[config.mk]
export PLATFORM = sky130hd
export DESIGN_NAME = instr_fetch_unit_flat
export DESIGN_NICKNAME = d
export VERILOG_FILES = /design/src/rtl/fetch_pkg.sv /design/src/rtl/fetch_if.sv /design/src/rtl/fetch_buffer.sv /design/src/rtl/instr_fetch_unit.sv /design/src/flat_wrapper.sv
export SDC_FILE = /design/constraint.sdc
export NUM_CORES = 1
export LEC_CHECK = 0
export CAP_MARGIN = 10
export CORE_UTILIZATION = 40
export CTS_CLUSTER_SIZE = 20
export DETAILED_ROUTE_END_ITERATION = 10
export PLACE_DENSITY_LB_ADDON = 0.08
export SYNTH_ARGS = -nofsm -noshare
export SYNTH_HDL_FRONTEND = slang
export SYNTH_SLANG_ARGS = --single-unit
[constraint.sdc]
create_clock -name clk -period 2.5 [get_ports clk]
set_clock_uncertainty 0.05 [all_clocks]
set_input_delay 0.5 -clock clk [delete_from_list [all_inputs] [get_ports clk]]
set_output_delay 0.5 -clock clk [all_outputs]
set_load 0.005 [all_outputs]
[src/rtl/fetch_pkg.sv]
// fetch_pkg: shared constants, RV32I opcode values and FSM state type for the fetch front end
package fetch_pkg;
    localparam int          XLEN      = 32;
    localparam logic [31:0] NOP_INSTR = 32'h0000_0013;
    localparam logic [6:0]  OP_RTYPE  = 7'b0110011;
    localparam logic [6:0]  OP_ITYPE  = 7'b0010011;
    localparam logic [6:0]  OP_LOAD   = 7'b0000011;
    localparam logic [6:0]  OP_STORE  = 7'b0100011;
    localparam logic [6:0]  OP_BRANCH = 7'b1100011;

    typedef enum logic [1:0] {IDLE, RUN, FLUSH, HALT} fetch_state_t;
endpackage

[src/rtl/fetch_if.sv]
// fetch_if: instruction memory request/response, decode handoff and branch redirect bundle
interface fetch_if #(parameter int XLEN = 32);
    logic            imem_req_valid;
    logic            imem_req_ready;
    logic [XLEN-1:0] imem_req_addr;
    logic            imem_rsp_valid;
    logic [31:0]     imem_rsp_data;
    logic            instr_valid;
    logic            instr_ready;
    logic [31:0]     instr;
    logic [XLEN-1:0] instr_pc;
    logic [6:0]      op;
    logic [2:0]      funct3;
    logic            funct7;
    logic            redirect;
    logic [XLEN-1:0] redirect_target;
    logic            misalign;

    modport master (
        output imem_req_valid, imem_req_addr, instr_valid, instr, instr_pc, op, funct3, funct7, misalign,
        input  imem_req_ready, imem_rsp_valid, imem_rsp_data, instr_ready, redirect, redirect_target
    );
    modport slave (
        input  imem_req_valid, imem_req_addr, instr_valid, instr, instr_pc, op, funct3, funct7, misalign,
        output imem_req_ready, imem_rsp_valid, imem_rsp_data, instr_ready, redirect, redirect_target
    );
endinterface

[src/rtl/fetch_buffer.sv]
// fetch_buffer: power-of-2 deep sync FIFO of {pc, instr} with flush and occupancy count
module fetch_buffer
    import fetch_pkg::*;
#(
    parameter int              XLEN     = 32,
    parameter int              DEPTH    = 2,
    parameter logic [XLEN-1:0] RESET_PC = '0
) (
    input  logic                     clk,
    input  logic                     rst_n,
    input  logic                     push,
    input  logic                     pop,
    input  logic                     flush,
    input  logic [XLEN-1:0]          push_pc,
    input  logic [31:0]              push_instr,
    output logic [XLEN-1:0]          head_pc,
    output logic [31:0]              head_instr,
    output logic [$clog2(DEPTH):0]   count
);
    localparam int AW = $clog2(DEPTH);

    logic [XLEN-1:0] pc_mem  [DEPTH];
    logic [31:0]     ins_mem [DEPTH];
    logic [AW-1:0]   wr, rd;

    assign head_pc    = pc_mem[rd];
    assign head_instr = ins_mem[rd];

    always_ff @(posedge clk or negedge rst_n) begin
        if (!rst_n) begin
            for (int i = 0; i < DEPTH; i++) begin
                pc_mem[i]  <= RESET_PC;
                ins_mem[i] <= NOP_INSTR;
            end
            wr    <= '0;
            rd    <= '0;
            count <= '0;
        end else if (flush) begin
            wr    <= '0;
            rd    <= '0;
            count <= '0;
        end else begin
            if (push) begin
                pc_mem[wr]  <= push_pc;
                ins_mem[wr] <= push_instr;
            end
            wr    <= push ? wr + AW'(1) : wr;
            rd    <= pop ? rd + AW'(1) : rd;
            count <= count + (AW+1)'(push) - (AW+1)'(pop);
        end
    end
endmodule

[src/rtl/instr_fetch_unit.sv]
// instr_fetch_unit: RV32I fetch front end - PC, credit-limited imem requests, buffered decode handoff.
// FETCH_MISALIGN_TRAP_EN: misaligned redirect targets raise a sticky misalign flag and halt fetch.
module instr_fetch_unit
    import fetch_pkg::*;
#(
    parameter int              XLEN      = 32,
    parameter logic [XLEN-1:0] RESET_PC  = '0,
    parameter int              BUF_DEPTH = 2
) (
    input logic     clk,
    input logic     rst_n,
    fetch_if.master bus
);
    localparam int CW = $clog2(BUF_DEPTH) + 1;

    fetch_state_t    state;
    logic [CW-1:0]   credit, stale, count, credit_n, count_n;
    logic [CW:0]     load_n;
    logic [XLEN-1:0] fetch_pc, rsp_pc, target, head_pc;
    logic [31:0]     head_instr;
    logic            req_valid, acc, rsp, pop, rd, push, bad;

    assign acc      = req_valid && bus.imem_req_ready;
    assign rsp      = bus.imem_rsp_valid;
    assign pop      = bus.instr_valid && bus.instr_ready;
    assign rd       = pop && bus.redirect;
    assign push     = rsp && state == RUN && !rd;
    assign credit_n = credit + CW'(acc) - CW'(rsp);
    assign count_n  = rd ? '0 : count + CW'(push) - CW'(pop);
    // outstanding requests plus buffered words can never exceed the buffer, so pushes always fit
    assign load_n   = {1'b0, credit_n} + {1'b0, count_n};

`ifdef FETCH_MISALIGN_TRAP_EN
    logic misalign;
    assign target = bus.redirect_target;
    assign bad    = rd && target[1:0] != 2'b00;
    always_ff @(posedge clk or negedge rst_n) begin
        if (!rst_n) misalign <= 1'b0;
        else        misalign <= misalign || bad;
    end
    assign bus.misalign = misalign;
`else
    assign target       = bus.redirect_target & ~XLEN'(3);
    assign bad          = 1'b0;
    assign bus.misalign = 1'b0;
`endif

    fetch_buffer #(.XLEN(XLEN), .DEPTH(BUF_DEPTH), .RESET_PC(RESET_PC)) u_buf (
        .clk        (clk),
        .rst_n      (rst_n),
        .push       (push),
        .pop        (pop),
        .flush      (rd),
        .push_pc    (rsp_pc),
        .push_instr (bus.imem_rsp_data),
        .head_pc    (head_pc),
        .head_instr (head_instr),
        .count      (count)
    );

    always_ff @(posedge clk or negedge rst_n) begin
        if (!rst_n) begin
            state     <= IDLE;
            req_valid <= 1'b0;
            credit    <= '0;
            stale     <= '0;
            fetch_pc  <= RESET_PC;
            rsp_pc    <= RESET_PC;
        end else begin
            credit    <= credit_n;
            req_valid <= state != HALT && !bad && load_n < (CW+1)'(BUF_DEPTH);
            fetch_pc  <= rd ? target : acc ? fetch_pc + XLEN'(4) : fetch_pc;
            // rsp_pc tracks the address of the next fresh response; stale drops leave it alone
            rsp_pc    <= rd ? target : push ? rsp_pc + XLEN'(4) : rsp_pc;
            case (state)
                IDLE: state <= RUN;
                RUN: begin
                    stale <= rd ? credit_n : stale;
                    state <= bad ? HALT : (rd && credit_n != '0) ? FLUSH : RUN;
                end
                FLUSH: begin
                    stale <= stale - CW'(rsp);
                    state <= stale == CW'(rsp) ? RUN : FLUSH;
                end
                default: state <= HALT;
            endcase
        end
    end

    assign bus.imem_req_valid = req_valid;
    assign bus.imem_req_addr  = fetch_pc;
    assign bus.instr_valid    = count != '0;
    assign bus.instr          = head_instr;
    assign bus.instr_pc       = head_pc;
    assign bus.op             = head_instr[6:0];
    assign bus.funct3         = head_instr[14:12];
    assign bus.funct7         = head_instr[30];
endmodule

[src/flat_wrapper.sv]
// flat-port wrapper written by rule: the top's interface ports become plain ports
module instr_fetch_unit_flat import fetch_pkg::*;
#(
    parameter int              XLEN      = 32,
    parameter logic [XLEN-1:0] RESET_PC  = '0,
    parameter int              BUF_DEPTH = 2
)
  (clk, rst_n, bus_imem_req_valid, bus_imem_req_addr, bus_instr_valid, bus_instr, bus_instr_pc, bus_op, bus_funct3, bus_funct7, bus_misalign, bus_imem_req_ready, bus_imem_rsp_valid, bus_imem_rsp_data, bus_instr_ready, bus_redirect, bus_redirect_target);
  fetch_if #(.XLEN(XLEN)) bus_i ();
  input logic clk;
  input logic rst_n;
  output wire logic [$bits(bus_i.imem_req_valid)-1:0] bus_imem_req_valid;
  output wire logic [$bits(bus_i.imem_req_addr)-1:0] bus_imem_req_addr;
  output wire logic [$bits(bus_i.instr_valid)-1:0] bus_instr_valid;
  output wire logic [$bits(bus_i.instr)-1:0] bus_instr;
  output wire logic [$bits(bus_i.instr_pc)-1:0] bus_instr_pc;
  output wire logic [$bits(bus_i.op)-1:0] bus_op;
  output wire logic [$bits(bus_i.funct3)-1:0] bus_funct3;
  output wire logic [$bits(bus_i.funct7)-1:0] bus_funct7;
  output wire logic [$bits(bus_i.misalign)-1:0] bus_misalign;
  input wire logic [$bits(bus_i.imem_req_ready)-1:0] bus_imem_req_ready;
  input wire logic [$bits(bus_i.imem_rsp_valid)-1:0] bus_imem_rsp_valid;
  input wire logic [$bits(bus_i.imem_rsp_data)-1:0] bus_imem_rsp_data;
  input wire logic [$bits(bus_i.instr_ready)-1:0] bus_instr_ready;
  input wire logic [$bits(bus_i.redirect)-1:0] bus_redirect;
  input wire logic [$bits(bus_i.redirect_target)-1:0] bus_redirect_target;
  assign bus_imem_req_valid = bus_i.imem_req_valid;
  assign bus_imem_req_addr = bus_i.imem_req_addr;
  assign bus_instr_valid = bus_i.instr_valid;
  assign bus_instr = bus_i.instr;
  assign bus_instr_pc = bus_i.instr_pc;
  assign bus_op = bus_i.op;
  assign bus_funct3 = bus_i.funct3;
  assign bus_funct7 = bus_i.funct7;
  assign bus_misalign = bus_i.misalign;
  assign bus_i.imem_req_ready = bus_imem_req_ready;
  assign bus_i.imem_rsp_valid = bus_imem_rsp_valid;
  assign bus_i.imem_rsp_data = bus_imem_rsp_data;
  assign bus_i.instr_ready = bus_instr_ready;
  assign bus_i.redirect = bus_redirect;
  assign bus_i.redirect_target = bus_redirect_target;
  instr_fetch_unit #(.XLEN(XLEN), .RESET_PC(RESET_PC), .BUF_DEPTH(BUF_DEPTH)) u_core (.clk(clk), .rst_n(rst_n), .bus(bus_i));
endmodule
# Word level (Yosys, flattened, before mapping)
# Index checks and enable logic that the tools add are counted.
op_classes:
  n_addsub: 10
  mul: 0
  n_div: 0
  n_lt_le_gt_ge: 4
  n_eq_ne: 5
  shift: 0
  muxes: 24
  n_bitwise: 3
  reduce_logical: 18
op_table:
  columns: ["cell", "count"]
  rows:
  - ["2-to-1 mux 32 bit", 11]
  - ["bitwise mux 64 bit", 2]
  - ["adder 32 x 3 -> 32 bit (second input constant)", 2]
  - ["demux 32 bit (select 1 bit)", 1]
  - ["nonzero test 2 bit", 6]
  - ["logical AND 1 bit", 8]
  - ["2-to-1 mux 2 bit", 4]
  - ["case mux 2 bit (3 select lines)", 1]
  - ["subtractor 2 x 1 -> 2 bit", 3]
  - ["adder 2 x 1 -> 2 bit", 2]
  - ["greater-or-equal comparator 2 bit (second input constant)", 2]
  - ["2-to-1 mux 1 bit", 4]
  - ["inverter 1 -> 2 bit", 2]
  - ["case mux 2 bit (2 select lines)", 1]
  - ["AND reduction 2 bit", 2]
  - ["adder 2 x 2 -> 3 bit", 1]
  - ["less-than comparator 3 x 2 -> 1 bit (second input constant)", 1]
  - ["adder 1 bit (second input constant)", 2]
  - ["equality test 2 x 1 -> 1 bit", 1]
  - ["equality test 2 x 1 -> 1 bit (second input constant)", 1]
  - ["equality test 2 bit (second input constant)", 1]
  - ["logical NOT 2 bit", 1]
  - ["less-than comparator 2 x 1 -> 1 bit (second input constant)", 1]
  - ["inequality test 2 x 1 -> 1 bit (second input constant)", 1]
  - ["3 further kinds", 3]
totals:
  register_bits: 203
  latchBits: 0
  mem_bits_rw: 0
  mem_bits_ro: 0
  out_inout_bits: 110
  mem_count: 0

# Depth between registers and ports, before layout
# Gate-level depths: netlist of run 1.
logic_depth:
  ltp_word: 11
  depth_mapped: 11

# Cells and area by module
# From an unflattened synthesis of run 1, not the netlist that was laid out.
unflattened:
  hier_cells: 783
  area_unflattened_um2: 9993.3
by_module_without_submodules:
  columns: ["mod", "instances", "cells_per_inst", "area_per_inst_um2"]
  rows:
  - ["fetch_buffer", 1, 358, 6145.9]
  - ["instr_fetch_unit", 1, 425, 3847.4]

# Worst setup path before layout of run 1
# Ideal clock, no wire load.
synth_path:
  path_kind: "reg-to-reg"
  from: "reg u_core.u_buf.count[1]"
  to: "reg u_core.req_valid, in the netlist u_core.bus.imem_req_valid"
  arrival_time_ns: 2.352
  required_ns: 2.356
  slack_ns: 0.004
  path_stages_with_launch: 12
  n_path_buf: 0
  synth_period_minus_slack_ns: 2.496
  cell_sequence: "dfrtp_1 > or2_2 > nand2_1 > inv_1 > ha_1 > inv_1 > ha_1 > xor2_1 > xnor2_1 > nor2_1 > fa_1 > a211oi_1"
synth_between:
  elab_chain_len: 11
synth_lines:
  columns: ["element", "line", "rtl"]
  rows:
  - ["from (decl)", "fetch_buffer.sv:18", "output logic [$clog2(DEPTH):0] count"]
  - ["from (signal assigned)", "fetch_buffer.sv:49", "count <= count + (AW+1)'(push) - (AW+1)'(pop);"]
  - ["nonzero test 2 bit (*)", "instr_fetch_unit.sv:92", "assign bus.instr_valid = count != '0;"]
  - ["via bus_instr_valid", "flat_wrapper.sv:14", "output wire logic [$bits(bus_i.instr_valid)-1:0] bus_instr_valid;"]
  - ["logical AND 1 bit (*)", "instr_fetch_unit.sv:25", "assign pop = bus.instr_valid && bus.instr_ready;"]
  - ["logical AND 1 bit", "instr_fetch_unit.sv:26", "assign rd = pop && bus.redirect;"]
  - ["logical NOT 1 bit", "instr_fetch_unit.sv:27", "assign push = rsp && state == RUN && !rd;"]
  - ["logical AND 1 bit", "instr_fetch_unit.sv:27", null]
  - ["adder 2 x 1 -> 2 bit", "instr_fetch_unit.sv:29", "assign count_n = rd ? '0 : count + CW'(push) - CW'(pop);"]
  - ["subtractor 2 x 1 -> 2 bit", "instr_fetch_unit.sv:29", null]
  - ["2-to-1 mux 2 bit (*)", "instr_fetch_unit.sv:29", null]
  - ["via u_core.count_n[1]", "instr_fetch_unit.sv:17", "logic [CW-1:0] credit, stale, count, credit_n, count_n;"]
  - ["adder 2 x 2 -> 3 bit (*)", "instr_fetch_unit.sv:31", "assign load_n = {1'b0, credit_n} + {1'b0, count_n};"]
  - ["less-than comparator 3 x 2 -> 1 bit (*)", "instr_fetch_unit.sv:71", "req_valid <= state != HALT && !bad && load_n < (CW+1)'(BUF_DEPTH);"]
  - ["logical AND 1 bit (*)", "instr_fetch_unit.sv:71", null]
  - ["to (signal assigned)", "instr_fetch_unit.sv:71", null]
  - ["to (decl)", "instr_fetch_unit.sv:21", "logic req_valid, acc, rsp, pop, rd, push, bad;"]
# The timed path passes the listed nets; every way through them passes the cells marked *.
# A chain may end at the register's enable or synchronous reset.

# Worst setup path in the final report of run 1
layout_path:
  from: "reg u_core.u_buf.count[0]"
  to: "reg u_core.req_valid, in the netlist u_core.bus.imem_req_valid"
layout_between:
  elab_chain_len: 11
layout_lines:
  columns: ["element", "line"]
  rows:
  - ["nonzero test 2 bit", "instr_fetch_unit.sv:92"]
  - ["logical AND 1 bit", "instr_fetch_unit.sv:25"]
  - ["logical AND 1 bit", "instr_fetch_unit.sv:26"]
  - ["logical NOT 1 bit", "instr_fetch_unit.sv:27"]
  - ["logical AND 1 bit", "instr_fetch_unit.sv:27"]
  - ["adder 2 x 1 -> 2 bit", "instr_fetch_unit.sv:29"]
  - ["subtractor 2 x 1 -> 2 bit", "instr_fetch_unit.sv:29"]
  - ["2-to-1 mux 2 bit (*)", "instr_fetch_unit.sv:29"]
  - ["via u_core.count_n[1]", "instr_fetch_unit.sv:17"]
  - ["adder 2 x 2 -> 3 bit (*)", "instr_fetch_unit.sv:31"]
  - ["less-than comparator 3 x 2 -> 1 bit (*)", "instr_fetch_unit.sv:71"]
  - ["logical AND 1 bit (*)", "instr_fetch_unit.sv:71"]
# Marked as above.

==> summary.md, run 1 <==
| Metric | Value |
|---|---|
| Ratio of final minimum period to clock period | 99.6% |
| Minimum hold slack | 438 ps |
| Largest stage delay on the critical path | 480 ps |
| Number of standard-cell rows in the floorplan | 56 |
| Starting Density | 41.0% |
| Switching power | 5200 uW |
| Max FO, Critical Path | 3 |
| Asr flop ratio synth | 100% |
| Power density over the cells | 1180 nW/um^2 |
| Worst hold-check path type | reg2reg |
| DR vias/cell | 5.30 |
| Final-report setup violation count | 0 |
| Switching part of the total | 33.8% |
| Setup repair after global routing missed its margin | yes |
| Synth Flop Type | sky130_fd_sc_hd__dfrtp_1 |
| Distinct cell type count after synthesis | 56 |
| Global route total overflow | 0 |
| Clock power frac | 17.5% |
| Maximum number of pins on one net before global-route repair | 65 |
| Path type of the worst setup path | reg2reg |
| Layout-stage area growth over the synthesis result | 35.4% |
| Worst-Skew Late Latency | 430 ps |
| Endpoint arrival time on the critical path | 2790 ps |
| Global-route total usage across every layer | 20.0% |
| Worst-path clk slew | 80 ps |
| Post-Route WL | 25.1 mm |
| Final antenna diode count | 0 |
| Clock H-tree levels | 4 |
| Global-route wire length before repair | 38.0 mm |
| Result of the run | complete, no violations |
| Post-placement setup slack | -489 ps |
| Required time of the worst setup path | 2800 ps |
| DPL Wire Length | 16.9 mm |
| CTS sink cnt | 195 |
| Starting DRC count in detailed routing | 463 |
| Most common cell on crit path | sky130_fd_sc_hd__ha_4 |
| Total standard cell area after synthesis | 9650 um^2 |
| Maximum root-to-sink buffer count | 2 |
| DRC violation count after routing | 0 |
| Sequential Power Share | 37.6% |
| Area occupied by registers | 4890 um^2 |
| Avg Inst Size Synth | 11.7 um^2 |
| Fraction of layout cells with a size suffix above 1 | 30.6% |
| Peak VDD IR | 610 uV |
| Area used by multi-input combinational logic | 4470 um^2 |
| Time the worst path needs with I/O delays and setup | 2490 ps |
| Vias in the first global route | 6973 |
| Nets | 1117 |
| Fillers | 2090 |
| Gate count of the mapped netlist | 828 |
| Overall die area | 24800 um^2 |
| Final standard cell utilization of the core | 55.5% |
| Ordered cell list for the critical path | buf_6 -> o211ai_4 -> nand2_2 -> ha_4 -> inv_4 -> ha_4 -> xor2_1 -> xnor2_1 -> nor2_2 -> fa_1 -> a211oi_2 |
| Buffers added on ports | 172 |
| Transition time at the pin with the least slew margin | 528 ps |
| Die Wd | 157 um |
| Number of antenna violations at the first check in global routing | 0 |
| Critical Path Start Type | flop |
| EDFF count, synth | 0 |
| Antenna Nets Post-Route | 0 |
| Number of hold violations in the final report | 0 |
| Total of max-cap violations | 0 |
| Flip-flop and latch count after synthesis | 195 |
| Final weighted congestion of routability-driven global placement | 0.817 |
| Final routed wire length divided by cell count | 18.3 um |
| Sequential cell area fraction in the yosys report | 50.6% |
| Buffers and inverters on the worst path | 2 |
| Number of detailed-routing iterations run before antenna repair | 5 |
| Die Span Y | 157 um |
| F_max | 401 MHz |
| Via total after detailed routing | 7268 |
| Standard cell with the maximum stage delay on the critical path | sky130_fd_sc_hd__fa_1 |
| Clock root cell | sky130_fd_sc_hd__clkbuf_16 |
| Slew Limit Headroom | 64.8% |
| Internal power consumption | 10200 uW |
| Crit end category | flop |
| Final WS setup | 9.22 ps |
| Core area | 23500 um^2 |
| Clock tree from TritonCTS | done |
| Kind of cell adding the most delay to the critical path | adder cells |
| Combinational fraction of design power | 44.8% |
| Leakage dissipation | 0.00597 uW |
| Num ports | 180 |
| Number of max-slew violations in the final report | 0 |
| Cts bufs inserted | 17 |
| Warning count from the yosys run | 0 |
[cells by family (layout without fill, tap and decap cells)]
family	count (synthesis)	in the layout	synth area share [%]
xor+xnor	24	24	2.18
flops	195	195	50.6
mux	188	188	21.9
buf+inv	79	299	3.95
simple gates	217	217	12.4
fa+ha+maj	8	8	1.11
other cells	1	5	0.0388
compound gates	116	116	7.85
[cells in the final DEF, fill, tap and decap left out, types with 4 or more instances in the layout]
master,instances
sky130_fd_sc_hd__dfstp_2,6
sky130_fd_sc_hd__o31ai_1,15
sky130_fd_sc_hd__xnor2_1,15
sky130_fd_sc_hd__clkdlybuf4s50_1,98
sky130_fd_sc_hd__nor3_1,23
sky130_fd_sc_hd__dlygate4sd2_1,7
sky130_fd_sc_hd__o21ai_0,19
sky130_fd_sc_hd__nand2_1,30
sky130_fd_sc_hd__ha_1,5
sky130_fd_sc_hd__buf_12,9
sky130_fd_sc_hd__mux2i_1,4
sky130_fd_sc_hd__nor2_1,40
sky130_fd_sc_hd__conb_1,5
sky130_fd_sc_hd__a31oi_1,21
sky130_fd_sc_hd__and3_1,11
sky130_fd_sc_hd__nand4_1,20
sky130_fd_sc_hd__buf_4,63
sky130_fd_sc_hd__mux2_2,184
sky130_fd_sc_hd__xor2_1,9
sky130_fd_sc_hd__nand3_1,22
sky130_fd_sc_hd__inv_1,14
sky130_fd_sc_hd__a21oi_1,26
sky130_fd_sc_hd__a211oi_1,13
sky130_fd_sc_hd__clkbuf_16,21
sky130_fd_sc_hd__and4_1,8
sky130_fd_sc_hd__dfrtp_1,188
sky130_fd_sc_hd__nor4_1,16
sky130_fd_sc_hd__a211o_1,5
sky130_fd_sc_hd__dlymetal6s2s_1,64
sky130_fd_sc_hd__or3_1,7
sky130_fd_sc_hd__and2_1,4
sky130_fd_sc_hd__or4_1,16
[through the flow]
stage / area [um^2] / total power, uW / TNS [ps] / instances
2_1_floorplan: 9670 / 9240 / 0 / 832
3_3_place_gp: 12000 / 12400 / -14020 / 1315
3_5_place_dp: 12000 / 12500 / -14880 / 1315
4_1_cts: 12600 / 15300 / -18.7 / 1349
5_1_grt: 13100 / 16400 / -103 / 1371
6_report: 13100 / 15400 / 0 / 1371
[what timing repair did]
item,in CTS,in global routing
setup endpoints to repair,16,60
gates cloned,0,4
buffers inserted,1,18
pin swaps,3,10
gates resized for setup,11,77
hold buffers,1,0
endpoints found under the hold margin,2,0
[worst min-delay path, cell delays in order, from the launching register on]
cell and delay (ps):
sky130_fd_sc_hd__dfrtp_1 340, sky130_fd_sc_hd__nand2_1 50, sky130_fd_sc_hd__o21ai_0 60
[Yosys cell counts (7+ instances only)]
| cell | number | share of area [%] |
|---|---|---|
| sky130_fd_sc_hd__a211oi_1 | 14 | 1.1 |
| sky130_fd_sc_hd__a21oi_1 | 26 | 1.3 |
| sky130_fd_sc_hd__a31oi_1 | 21 | 1.4 |
| sky130_fd_sc_hd__and3_1 | 11 | 0.71 |
| sky130_fd_sc_hd__and4_1 | 8 | 0.73 |
| sky130_fd_sc_hd__buf_2 | 14 | 0.73 |
| sky130_fd_sc_hd__buf_4 | 16 | 1.2 |
| sky130_fd_sc_hd__clkbuf_1 | 27 | 1.0 |
| sky130_fd_sc_hd__dfrtp_1 | 189 | 49 |
| sky130_fd_sc_hd__ha_1 | 7 | 0.91 |
| sky130_fd_sc_hd__inv_1 | 15 | 0.58 |
| sky130_fd_sc_hd__mux2_2 | 184 | 21 |
| sky130_fd_sc_hd__nand2_1 | 32 | 1.2 |
| sky130_fd_sc_hd__nand3_1 | 23 | 1.2 |
| sky130_fd_sc_hd__nand4_1 | 20 | 1.3 |
| sky130_fd_sc_hd__nor2_1 | 42 | 1.6 |
| sky130_fd_sc_hd__nor3_1 | 23 | 1.2 |
| sky130_fd_sc_hd__nor4_1 | 16 | 1.0 |
| sky130_fd_sc_hd__o21ai_0 | 19 | 0.99 |
| sky130_fd_sc_hd__o31ai_1 | 15 | 1.2 |
| sky130_fd_sc_hd__or3_1 | 7 | 0.45 |
| sky130_fd_sc_hd__or4_1 | 16 | 1.2 |
| sky130_fd_sc_hd__xnor2_1 | 15 | 1.4 |
| sky130_fd_sc_hd__xor2_1 | 9 | 0.82 |
[final cells by class]
| type | count | share of cell area, % |
|---|---|---|
| repair buffers | 252 | 20.5 |
| well taps | 319 | 3.05 |
| flip-flops and latches | 195 | 37.4 |
| multi-input cells | 558 | 34.2 |
| clock buffers | 18 | 3.36 |
| inverters | 15 | 0.450 |
| clock inverters | 14 | 1.11 |
[state kept, by name (all words and copies together) (netlist names)]
signal / flops
u_core.bus.imem_req_addr: 30
u_core.bus.imem_req_valid: 1
u_core.credit: 2
u_core.rsp_pc: 30
u_core.stale: 2
u_core.state: 2
u_core.u_buf.count: 2
u_core.u_buf.ins_mem: 64
u_core.u_buf.pc_mem: 60
u_core.u_buf.rd: 1
u_core.u_buf.wr: 1
[per-layer routing]
layer,vias up,share of wire [%],track usage [%]
met2,204,46,31.3
met5,-,0,0
met1,3585,47,28.0
met3,19,5.3,4.07
li1,3460,-,-
met4,0,1.3,5.36
[path summary, 6_finish.rpt]
| check | startpoint | endpoint | slack (ps) | cells past startpoint |
|---|---|---|---|---|
| worst max-delay path | u_core.u_buf.count[0] | u_core.bus.imem_req_valid | 9 | 11 |
| worst min-delay path | u_core.u_buf.pc_mem[16] | u_core.u_buf.pc_mem[16] | 440 | 2 |
| worst max register to register | u_core.u_buf.count[0] | u_core.bus.imem_req_valid | 9 | 11 |
| worst min register to register | u_core.u_buf.pc_mem[16] | u_core.u_buf.pc_mem[16] | 440 | 2 |
| max in group asynchronous | rst_n | u_core.u_buf.ins_mem[60] | 1070 | 3 |
| min in group asynchronous | rst_n | u_core.u_buf.pc_mem[60] | 560 | 2 |
[power by group through the flow]
| stage | Clock (uW) | Combinational [uW] | Sequential (uW) |
|---|---|---|---|
| finish | 2690 | 6900 | 5790 |
| detailed placement | 0 | 6700 | 5820 |
| global placement | 0 | 6620 | 5800 |
| CTS | 2760 | 6720 | 5770 |
| floorplan | 0 | 3820 | 5420 |
| global route | 2900 | 7530 | 6010 |
Power figures use the tool's default switching activity.
==> run 2: changes to the inputs <==
--- a/config.mk
+++ b/config.mk
@@ -6,6 +6,7 @@
 export NUM_CORES = 1
 export LEC_CHECK = 0
 export CAP_MARGIN = 10
+export CORE_MARGIN = 4
 export CORE_UTILIZATION = 40
 export CTS_CLUSTER_SIZE = 20
 export DETAILED_ROUTE_END_ITERATION = 10
==> constraint.sdc (replaced) <==
create_clock -name clk -period 2.5 [get_ports clk]
set_clock_uncertainty 0.05 [all_clocks]
set_input_delay 0.25 -clock clk [delete_from_list [all_inputs] [get_ports clk]]
set_output_delay 0.25 -clock clk [all_outputs]
set_load 0.005 [all_outputs]
==> summary.md, run 2 (synthesized netlist as in run 1, its figures left out) <==
| Metric | Value |
|---|---|
| Result of the run | complete, no violations |
| Clock H-tree levels | 4 |
| Starting Density | 40.9% |
| Slew Limit Headroom | 52.8% |
| Clock root cell | sky130_fd_sc_hd__clkbuf_16 |
| Worst hold-check path type | in2async |
| Worst-Skew Late Latency | 430 ps |
| Ratio of final minimum period to clock period | 97.5% |
| F_max | 410 MHz |
| Number of hold violations in the final report | 0 |
| Final routed wire length divided by cell count | 18.5 um |
| Leading cell types in the layout, fill and taps excluded | sky130_fd_sc_hd__dfrtp_1, sky130_fd_sc_hd__mux2_2, sky130_fd_sc_hd__clkdlybuf4s50_1 |
| Starting DRC count in detailed routing | 545 |
| Maximum number of pins on one net before global-route repair | 84 |
| Max FO, Critical Path | 3 |
| Number of detailed-routing iterations run before antenna repair | 5 |
| Maximum root-to-sink buffer count | 2 |
| Die Span Y | 163 um |
| Overall die area | 26700 um^2 |
| Nets | 1086 |
| Setup repair after global routing missed its margin | yes |
| Most common cell on crit path | sky130_fd_sc_hd__ha_4 |
| Number of max-slew violations in the final report | 0 |
| Power density over the cells | 1230 nW/um^2 |
| Clock power frac | 18.8% |
| Final antenna diode count | 0 |
| Global-route total usage across every layer | 18.6% |
| Reg2Reg Depth | 11 |
| Standard cell with the maximum stage delay on the critical path | sky130_fd_sc_hd__fa_1 |
| Time the worst path needs with I/O delays and setup | 2440 ps |
| Number of cells after detailed placement | 1305 |
| Post-Route WL | 24.8 mm |
| Top flop regs | u_core.u_buf.ins_mem (64), u_core.u_buf.pc_mem (60) |
| Buffers and inverters on the worst path | 2 |
| Post-placement setup slack | -251 ps |
| Peak VDD IR | 635 uV |
| Flip-flop count of the largest register after layout | 64 |
| Internal power consumption | 10400 uW |
| Die Wd | 163 um |
| Global route total overflow | 0 |
| CTS sink cnt | 195 |
| Vias in the first global route | 7257 |
| DR vias/cell | 5.41 |
| Transition time at the pin with the least slew margin | 708 ps |
| Ordered cell list for the critical path | buf_6 -> o211ai_4 -> nand2_2 -> ha_4 -> inv_2 -> ha_4 -> xor2_2 -> xnor2_2 -> nor2_2 -> fa_1 -> a211oi_2 |
| Critical Path Start Type | flop |
| Number of antenna violations at the first check in global routing | 0 |
| Minimum hold slack | 343 ps |
| Worst-path clk slew | 80 ps |
| Final setup TNS | 0 ps |
| Kind of cell adding the most delay to the critical path | adder cells |
| DPL Wire Length | 17.3 mm |
| Final-report setup violation count | 0 |
| Core area | 23600 um^2 |
| Fraction of layout cells with a size suffix above 1 | 28.4% |
| Antenna Nets Post-Route | 0 |
| Reg2reg end | u_core.bus.imem_req_valid |
| Worst setup slack for register-to-register paths | 60 ps |
| DRC violation count after routing | 0 |
| Register ranked first by flip-flop count | u_core.u_buf.ins_mem |
| Num ports | 180 |
| Cts bufs inserted | 17 |
| Largest stage delay on the critical path | 490 ps |
| Commonest non-fill, non-tap cell in the layout | sky130_fd_sc_hd__dfrtp_1 |
| Buffers added on ports | 172 |
| Crit end category | flop |
| Required time of the worst setup path | 2790 ps |
| Endpoint arrival time on the critical path | 2730 ps |
| Total of max-cap violations | 0 |
| Clock tree from TritonCTS | done |
| Final weighted congestion of routability-driven global placement | 0.842 |
| Number of standard-cell rows in the floorplan | 56 |
| Via total after detailed routing | 7256 |
| Number of cells in the finished layout apart from fillers | 1340 |
| Final WS setup | 61.6 ps |
| Leakage dissipation | 0.00512 uW |
| Switching power | 5110 uW |
| Layout-stage area growth over the synthesis result | 30.7% |
| Path type of the worst setup path | reg2reg |
| Sequential Power Share | 37.0% |
| Combinational fraction of design power | 44.2% |
| Global-route wire length before repair | 39.3 mm |
| Switching part of the total | 32.9% |
| Reg-to-reg startpoint | u_core.u_buf.count[0] |
==> run 2: layer usage <==
metal  global-route usage (%)  routed length [um]  up-vias
li1                         -                   -     3405
met1                     25.7               11400     3633
met2                     29.7               11700      198
met3                     4.79                1480       20
met4                     3.96                 253        0
met5                        0                   0        -
==> run 2: repair_timing <==
action,in CTS,in global routing
hold buffers,1,0
setup buffers,1,1
endpoints found under the setup margin,1,1
cloned,0,0
gates resized for setup,4,7
hold endpoints to repair,70,0
pin swaps,5,9
==> run 2: worst reg2reg max path, stage by stage, from the launching register on <==
cell and delay [ps]:
sky130_fd_sc_hd__dfrtp_1 410, sky130_fd_sc_hd__buf_6 130, sky130_fd_sc_hd__o211ai_4 180, sky130_fd_sc_hd__nand2_2 100
sky130_fd_sc_hd__ha_4 270, sky130_fd_sc_hd__inv_2 40, sky130_fd_sc_hd__ha_4 150, sky130_fd_sc_hd__xor2_2 150
sky130_fd_sc_hd__xnor2_2 130, sky130_fd_sc_hd__nor2_2 70, sky130_fd_sc_hd__fa_1 490, sky130_fd_sc_hd__a211oi_2 200
==> run 2: how the worst max path moves through the flow <==
stage                                from                         to  slack, ps  depth (start not counted)
finish              u_core.u_buf.count[0]  u_core.bus.imem_req_valid         60                         11
global route        u_core.u_buf.count[0]  u_core.bus.imem_req_valid        -60                         11
CTS                 u_core.u_buf.count[1]  u_core.bus.imem_req_valid         30                         11
detailed placement     bus_imem_rsp_valid  u_core.bus.imem_req_valid       -250                         11
global placement       bus_imem_rsp_valid  u_core.bus.imem_req_valid       -180                         11
floorplan           u_core.u_buf.count[1]  u_core.bus.imem_req_valid          4                         11
==> run 2: power groups by stage <==
stage                     Combinational (uW)  Clock (uW)  Sequential (uW)
after global placement                  6710           0             5760
after global routing                    7510        3140             5970
after detailed placement                6790           0             5800
final                                   6880        2920             5760
after CTS                               6900        3000             5750
after floorplan                         3820           0             5420
==> run 2: final cells by class <==
cell class / instances / area, um^2
multi-input cells: 558 / 4480
clock inverters: 13 / 189
inverters: 15 / 56.3
clock buffers: 19 / 433
fillers: 2111 / 11000
well taps: 319 / 399
flip-flops and latches: 195 / 4890
repair buffers: 221 / 2170
==> run 2: through the flow <==
stage	utilization, %	power, uW	instance area (um^2)
finish	53.4	15600	12600
global route	53.4	16600	12600
CTS	53.2	15600	12600
detailed placement	50.5	12600	11900
global placement	50.5	12500	11900
floorplan	-	9240	9670
